[src/rtl/alu_issue.sv]
// alu_issue: decodes one RV32I ALU/branch/load-store instruction, drives an external ALU
// through registered operands, and returns the write-back/branch bundle over a handshake.
`ifndef DATA_LEN
`define DATA_LEN 32
`endif
`ifndef REG_ADDR_LEN
`define REG_ADDR_LEN 5
`endif
`ifndef ALU_ADD
`define ALU_ADD   4'd0
`define ALU_SUB   4'd1
`define ALU_AND   4'd2
`define ALU_OR    4'd3
`define ALU_XOR   4'd4
`define ALU_SLL   4'd5
`define ALU_SRL   4'd6
`define ALU_SRA   4'd7
`define ALU_SLT   4'd8
`define ALU_SLTU  4'd9
`define ALU_LW_SW 4'd10
`endif

module alu_issue (
    input  logic                       clk,
    input  logic                       rst_n,
    input  logic                       in_valid,
    output logic                       in_ready,
    input  logic [31:0]                instr,
    input  logic [`DATA_LEN-1:0]       rs1_data,
    input  logic [`DATA_LEN-1:0]       rs2_data,
    output logic [`DATA_LEN-1:0]       alu_a,
    output logic [`DATA_LEN-1:0]       alu_b,
    output logic [3:0]                 alu_op,
    output logic [4:0]                 alu_shamt,
    input  logic [`DATA_LEN-1:0]       alu_result,
    input  logic                       alu_zero,
    output logic                       out_valid,
    input  logic                       out_ready,
    output logic [`DATA_LEN-1:0]       wb_data,
    output logic [`REG_ADDR_LEN-1:0]   wb_rd,
    output logic                       wb_en,
    output logic                       br_taken,
    output logic                       illegal
);
    typedef enum logic [1:0] {IDLE, EXEC, RESP} state_t;

    state_t                     r_state, w_next;
    logic [`DATA_LEN-1:0]       r_alu_a, r_alu_b, r_wb_data;
    logic [3:0]                 r_alu_op;
    logic [4:0]                 r_alu_shamt;
    logic [`REG_ADDR_LEN-1:0]   r_wb_rd, r_pend_rd;
    logic                       r_wb_en, r_br, r_ill, r_pend_en, r_beq, r_bne;

    logic [6:0]                 w_opc, w_f7;
    logic [2:0]                 w_f3;
    logic [`REG_ADDR_LEN-1:0]   w_rd;
    logic [`DATA_LEN-1:0]       w_imm_i, w_imm_s, w_a, w_b;
    logic [3:0]                 w_op;
    logic [4:0]                 w_shamt;
    logic                       w_legal, w_wen, w_beq, w_bne, w_shift, w_accept, w_unused;

    assign w_opc    = instr[6:0];
    assign w_f3     = instr[14:12];
    assign w_f7     = instr[31:25];
    assign w_rd     = instr[11:7];
    assign w_imm_i  = {{20{instr[31]}}, instr[31:20]};
    assign w_imm_s  = {{20{instr[31]}}, instr[31:25], instr[11:7]};
    assign w_shift  = (w_f3 == 3'b001) || (w_f3 == 3'b101);
    assign w_accept = (r_state == IDLE) && in_valid;
    assign w_unused = &{1'b0, instr[19:15]};

    function automatic logic [3:0] f3_op(input logic [2:0] f3, input logic alt);
        case (f3)
            3'b000:  f3_op = alt ? `ALU_SUB : `ALU_ADD;
            3'b111:  f3_op = `ALU_AND;
            3'b110:  f3_op = `ALU_OR;
            3'b100:  f3_op = `ALU_XOR;
            3'b001:  f3_op = `ALU_SLL;
            3'b101:  f3_op = alt ? `ALU_SRA : `ALU_SRL;
            3'b010:  f3_op = `ALU_SLT;
            default: f3_op = `ALU_SLTU;
        endcase
    endfunction

    // Shifts take their operand on alu_b so the ALU's shifter sees rs1 on both ports.
    always_comb begin
        w_legal = 1'b0;
        w_op    = `ALU_ADD;
        w_a     = rs1_data;
        w_b     = rs2_data;
        w_shamt = 5'd0;
        w_wen   = 1'b0;
        w_beq   = 1'b0;
        w_bne   = 1'b0;
        case (w_opc)
            7'b0110011: begin
                w_legal = (w_f7 == 7'd0) || (w_f7 == 7'b0100000 && (w_f3 == 3'b000 || w_f3 == 3'b101));
                w_op    = f3_op(w_f3, w_f7[5]);
                w_wen   = w_rd != '0;
                if (w_shift) begin
                    w_b     = rs1_data;
                    w_shamt = rs2_data[4:0];
                end
            end
            7'b0010011: begin
                w_legal = (w_f3 == 3'b001) ? (w_f7 == 7'd0) :
                          (w_f3 == 3'b101) ? (w_f7 == 7'd0 || w_f7 == 7'b0100000) : 1'b1;
                w_op    = f3_op(w_f3, w_f3 == 3'b101 && w_f7[5]);
                w_b     = w_imm_i;
                w_wen   = w_rd != '0;
                if (w_shift) begin
                    w_b     = rs1_data;
                    w_shamt = instr[24:20];
                end
            end
            7'b0000011: begin
                w_legal = w_f3 == 3'b010;
                w_op    = `ALU_LW_SW;
                w_b     = w_imm_i;
            end
            7'b0100011: begin
                w_legal = w_f3 == 3'b010;
                w_op    = `ALU_LW_SW;
                w_b     = w_imm_s;
            end
            7'b1100011: begin
                w_beq   = w_f3 == 3'b000;
                w_bne   = w_f3 == 3'b001;
                w_legal = w_beq || w_bne;
                w_op    = `ALU_SUB;
            end
            default: ;
        endcase
    end

    always_comb begin
        w_next = r_state;
        case (r_state)
            IDLE:    w_next = in_valid ? (w_legal ? EXEC : RESP) : IDLE;
            EXEC:    w_next = RESP;
            default: w_next = out_ready ? IDLE : RESP;
        endcase
    end

    always_ff @(posedge clk or negedge rst_n) begin
        if (!rst_n)
            r_state <= IDLE;
        else
            r_state <= w_next;
    end

    always_ff @(posedge clk or negedge rst_n) begin
        if (!rst_n) begin
            r_alu_a     <= '0;
            r_alu_b     <= '0;
            r_alu_op    <= `ALU_ADD;
            r_alu_shamt <= '0;
            r_pend_rd   <= '0;
            r_pend_en   <= 1'b0;
            r_beq       <= 1'b0;
            r_bne       <= 1'b0;
            r_wb_data   <= '0;
            r_wb_rd     <= '0;
            r_wb_en     <= 1'b0;
            r_br        <= 1'b0;
            r_ill       <= 1'b0;
        end else begin
            if (w_accept && w_legal) begin
                r_alu_a     <= w_a;
                r_alu_b     <= w_b;
                r_alu_op    <= w_op;
                r_alu_shamt <= w_shamt;
                r_pend_rd   <= w_wen ? w_rd : '0;
                r_pend_en   <= w_wen;
                r_beq       <= w_beq;
                r_bne       <= w_bne;
            end
            // Illegal bundles skip EXEC and leave the ALU drive untouched.
            if (w_accept && !w_legal) begin
                r_wb_data <= '0;
                r_wb_rd   <= '0;
                r_wb_en   <= 1'b0;
                r_br      <= 1'b0;
                r_ill     <= 1'b1;
            end
            if (r_state == EXEC) begin
                r_wb_data <= alu_result;
                r_wb_rd   <= r_pend_rd;
                r_wb_en   <= r_pend_en;
                r_br      <= (r_beq && alu_zero) || (r_bne && !alu_zero);
                r_ill     <= 1'b0;
            end
        end
    end

    assign in_ready  = r_state == IDLE;
    assign out_valid = r_state == RESP;
    assign alu_a     = r_alu_a;
    assign alu_b     = r_alu_b;
    assign alu_op    = r_alu_op;
    assign alu_shamt = r_alu_shamt;
    assign wb_data   = r_wb_data;
    assign wb_rd     = r_wb_rd;
    assign wb_en     = r_wb_en;
    assign br_taken  = r_br;
    assign illegal   = r_ill;
endmodule

[config.mk]
export PLATFORM = sky130hd
export DESIGN_NAME = alu_issue
export DESIGN_NICKNAME = d
export VERILOG_FILES = /design/src/rtl/alu_issue.sv
export SDC_FILE = /design/constraint.sdc
export NUM_CORES = 1
export LEC_CHECK = 0
export CORE_MARGIN = 1.5
export CORE_UTILIZATION = 35
export DETAILED_ROUTE_END_ITERATION = 6
export DONT_BUFFER_PORTS = 1
export GPL_ROUTABILITY_DRIVEN = 0
export GPL_TIMING_DRIVEN = 1
export PLACE_DENSITY = 0.5
export SETUP_SLACK_MARGIN = 0.4
export SLEW_MARGIN = 20
export SYNTH_ARGS = -nofsm -noshare
export SYNTH_HDL_FRONTEND = slang
export SYNTH_SLANG_ARGS = --single-unit
[constraint.sdc]
create_clock -name clk -period 2.4 [get_ports clk]
set_input_delay 0.6 -clock clk [delete_from_list [all_inputs] [get_ports clk]]
set_output_delay 0.6 -clock clk [all_outputs]
set_load 0.005 [all_outputs]
==> flow_summary_export.csv <==
group,metric,value,unit
run_status,run_status,"finished, violations left",
run_status,violations,"negative hold slack",
timing,drv_slew,0,
cts,cts.clk_slew.worst_paths,0.06,ns
hold_path,hp-class,"in -> async",
timing,whs,-0.114,ns
routing,antenna_left,0,
critical_path,end_kind,"flip-flop",
critical_path,crit_required,2.69,ns
cts,clock_sinks,123,
synthesis,synth-seq-cells,123,
global_route,track_usage,18.6,%
cts,cts_buffers,17,
power,peakVddDrop,0.458,mV
power,power.leakage,0.00320,uW
cts,htree_levels,4,
place,placed_cells,756,
global_route,grt_max_degree,124,
floorplan,rows,46,
global_route,antenna_found_initial,0,
cts,clk_path_buf_depth,2,
timing,fin_crit_sh,94.3,%
finish,stdcell_count,800,
synthesis,yosys_warnings,0,
synthesis,synth_ff_type,"dfrtp_1",
timing,tightest_slew,0.521,ns
global_route,grt_pass1_wl,25.1,mm
synthesis,syn-cell-area,5760,um2
synthesis,syn_area_per_cell,10.5,um2
critical_path,worstPathArrival,2.55,ns
place,hpwl,10.9,mm
finish,drive_above_1_share,30.8,%
critical_path,critical_path.max_fanout,17,
global_route,grt_pass1_vias,4562,
synthesis,syn_nets,684,
finish,diodes,0,
floorplan,initial_core_util,36.0,%
synthesis,synth_edf_count,0,
timing,finClkSkew,0.00644,ns
timing,rsz0062_at_grt,"true",
synthesis,synthCells,551,
finish,syn2layout_area_growth,24.1,%
timing,fmax,442,MHz
place,io_buffer_count,0,
timing,final-hold-violation-count,123,
critical_path,regToRegSetupSlack,0.61,ns
routing,routed_wl,15.8,mm
finish,fin_nets,704,
finish,fin_area,7150,um2
floorplan,die_h,131,um
place,place_area,6270,um2
routing,drt-initial-drc-count,125,
cts,cts_root_buf,"clkbuf_16",
floorplan,die_x,131,um
synthesis,seq_area_frac_synth,53.4,%
run,max-cap-violations,0,
finish,multiInputGateArea,2710,um2
finish,n_fill_cell,1582,
synthesis,async_reset_ff_share,100,%
critical_path,cp-start-kind,"input port",
routing,dr_total_vias,4293,
synthesis,synth_cell_types,40,
routing,routedWlPerCell,19.7,um
routing,viasPerCell,5.37,
timing,relSlewSlack,65.1,%
floorplan,design.die.area,17200,um2
global_route,grt.overflow.total,0,
floorplan,io_pins,248,
timing,setup_viol,0,
cts,clk_latency,0.41,ns
finish,register_area,3080,um2
routing,drc,0,
power,p_per_area,702,nW/um2
timing,period_needed,2.26,ns
cts,cts_tree,"yes",
routing,drtPass1Iterations,6,
critical_path,path_class,"in -> reg",
floorplan,core_area,16000,um2
==> cells in the final DEF, fill, tap and decap left out, drive strengths merged <==
| cell type | instances |
|---|---|
| clkinv | 6 |
| nor2b | 5 |
| nor4bb | 1 |
| o31ai | 1 |
| o2111ai | 1 |
| dfrtp | 123 |
| nor3 | 2 |
| bufinv | 1 |
| a311o | 1 |
| mux2 | 76 |
| or3b | 1 |
| o41ai | 1 |
| a211oi | 1 |
| a2111oi | 1 |
| nor4 | 1 |
| a21o | 1 |
| nand3b | 3 |
| a21boi | 1 |
| o21ai | 31 |
| and2 | 1 |
| a221oi | 1 |
| buf | 39 |
| nand3 | 1 |
| a21oi | 47 |
| nor3b | 1 |
| clkinvlp | 5 |
| o2111a | 2 |
| nand2 | 116 |
| nand2b | 5 |
| o211ai | 6 |
| o32a | 1 |
| nand4bb | 1 |
| clkbuf | 19 |
| nor2 | 26 |
| or4 | 1 |
| nand4b | 1 |
| mux2i | 16 |
| a22oi | 27 |
| inv | 10 |
==> where the power goes <==
part	internal (uW)	switching, uW	total [uW]
sequential	2170	76.7	2250
clock	1450	947	2400
combinational	208	165	374
==> sequential cells by signal, indices dropped and copies added, names as in the netlist <==
name and flops:
alu_a 32, alu_b 32, wb_data 32, alu_shamt 5, r_pend_rd 5, wb_rd 5, alu_op 4, r_state 2
br_taken 1, illegal 1, r_beq 1, r_bne 1, r_pend_en 1, wb_en 1
==> Yosys cell counts, drive strengths merged, types with 6 or more instances <==
| library cell | instances | area share [%] |
|---|---|---|
| o21ai | 31 | 2.7 |
| dfrtp | 123 | 53 |
| inv | 8 | 0.52 |
| a21oi | 47 | 4.1 |
| clkbuf | 31 | 2.0 |
| nor2 | 26 | 1.7 |
| o211ai | 6 | 0.78 |
| a22oi | 27 | 3.5 |
| mux2i | 16 | 2.8 |
| mux2 | 76 | 15 |
| buf | 9 | 1.1 |
| nand2 | 116 | 7.6 |
==> final cells by class <==
cell class	count	share of cell area (%)
Tap cell	216	3.78
Clock inverter	14	1.72
Multi-Input combinational cell	381	37.8
Timing Repair Buffer	40	7.05
Clock buffer	18	6.14
Inverter	8	0.420
Sequential cell	123	43.1
==> worst paths after layout <==
kind / depth (start not counted) / start / to
setup / recovery: 7 / instr[25] / alu_a[23]
hold / removal: 0 / rst_n / wb_data[0]
setup reg to reg: 6 / r_state[1] / alu_a[23]
hold reg to reg: 1 / r_pend_en / r_pend_en
max in group asynchronous: 0 / rst_n / alu_b[3]
min in group clk: 1 / out_ready / r_state[1]
==> through the flow <==
| step | TNS, ns | utilization, % | power [uW] | setup WS, ns | hold WS (ns) |
|---|---|---|---|---|---|
| after floorplan | -13.28 | - | 2510 | -0.183 | 0.304 |
| after global placement | -31.45 | 39.2 | 2570 | -0.350 | 0.308 |
| after detailed placement | -33.74 | 39.2 | 2580 | -0.384 | 0.308 |
| after CTS | 0 | 44.0 | 5090 | 0.133 | -0.140 |
| after global routing | 0 | 44.7 | 5250 | 0.102 | -0.145 |
| final | 0 | 44.7 | 5020 | 0.136 | -0.114 |
==> metal layers <==
layer  GRT usage (%)  part of all wire (%)  up-vias  wire, um
li1                -                     -     1966         -
met1            21.3                    39     2099      6140
met2            30.8                    49      213      7750
met3            8.45                    11       15      1680
met4            6.30                   1.4        0       221
met5               0                     0        -         0
==> kinds of logic (layout without fill, tap and decap cells) <==
kind of cell / after synthesis / in the layout / share of synthesized area [%]
AND/OR/NAND/NOR: 166 / 166 / 12.1
buffers and inverters: 48 / 80 / 3.67
multiplexers: 92 / 92 / 17.6
flip-flops: 123 / 123 / 53.4
AO/OA/AOI/OAI: 122 / 123 / 13.1
==> critical path: stages <==
cell and delay, ns:
or4_4 0.53, o32a_1 0.34, nand2b_4 0.17, o31ai_4 0.22, buf_12 0.19, buf_12 0.16, mux2_2 0.35
==> what timing repair did <==
| action | CTS | global route |
|---|---|---|
| gates cloned | 4 | 0 |
| gates resized for setup | 29 | 22 |
| hold endpoints to repair | 123 | 123 |
| pin swaps | 2 | 2 |
| buffers inserted | 3 | 5 |
| endpoints found under the setup margin | 118 | 119 |
No activity file was read; power rests on OpenSTA's default activity.
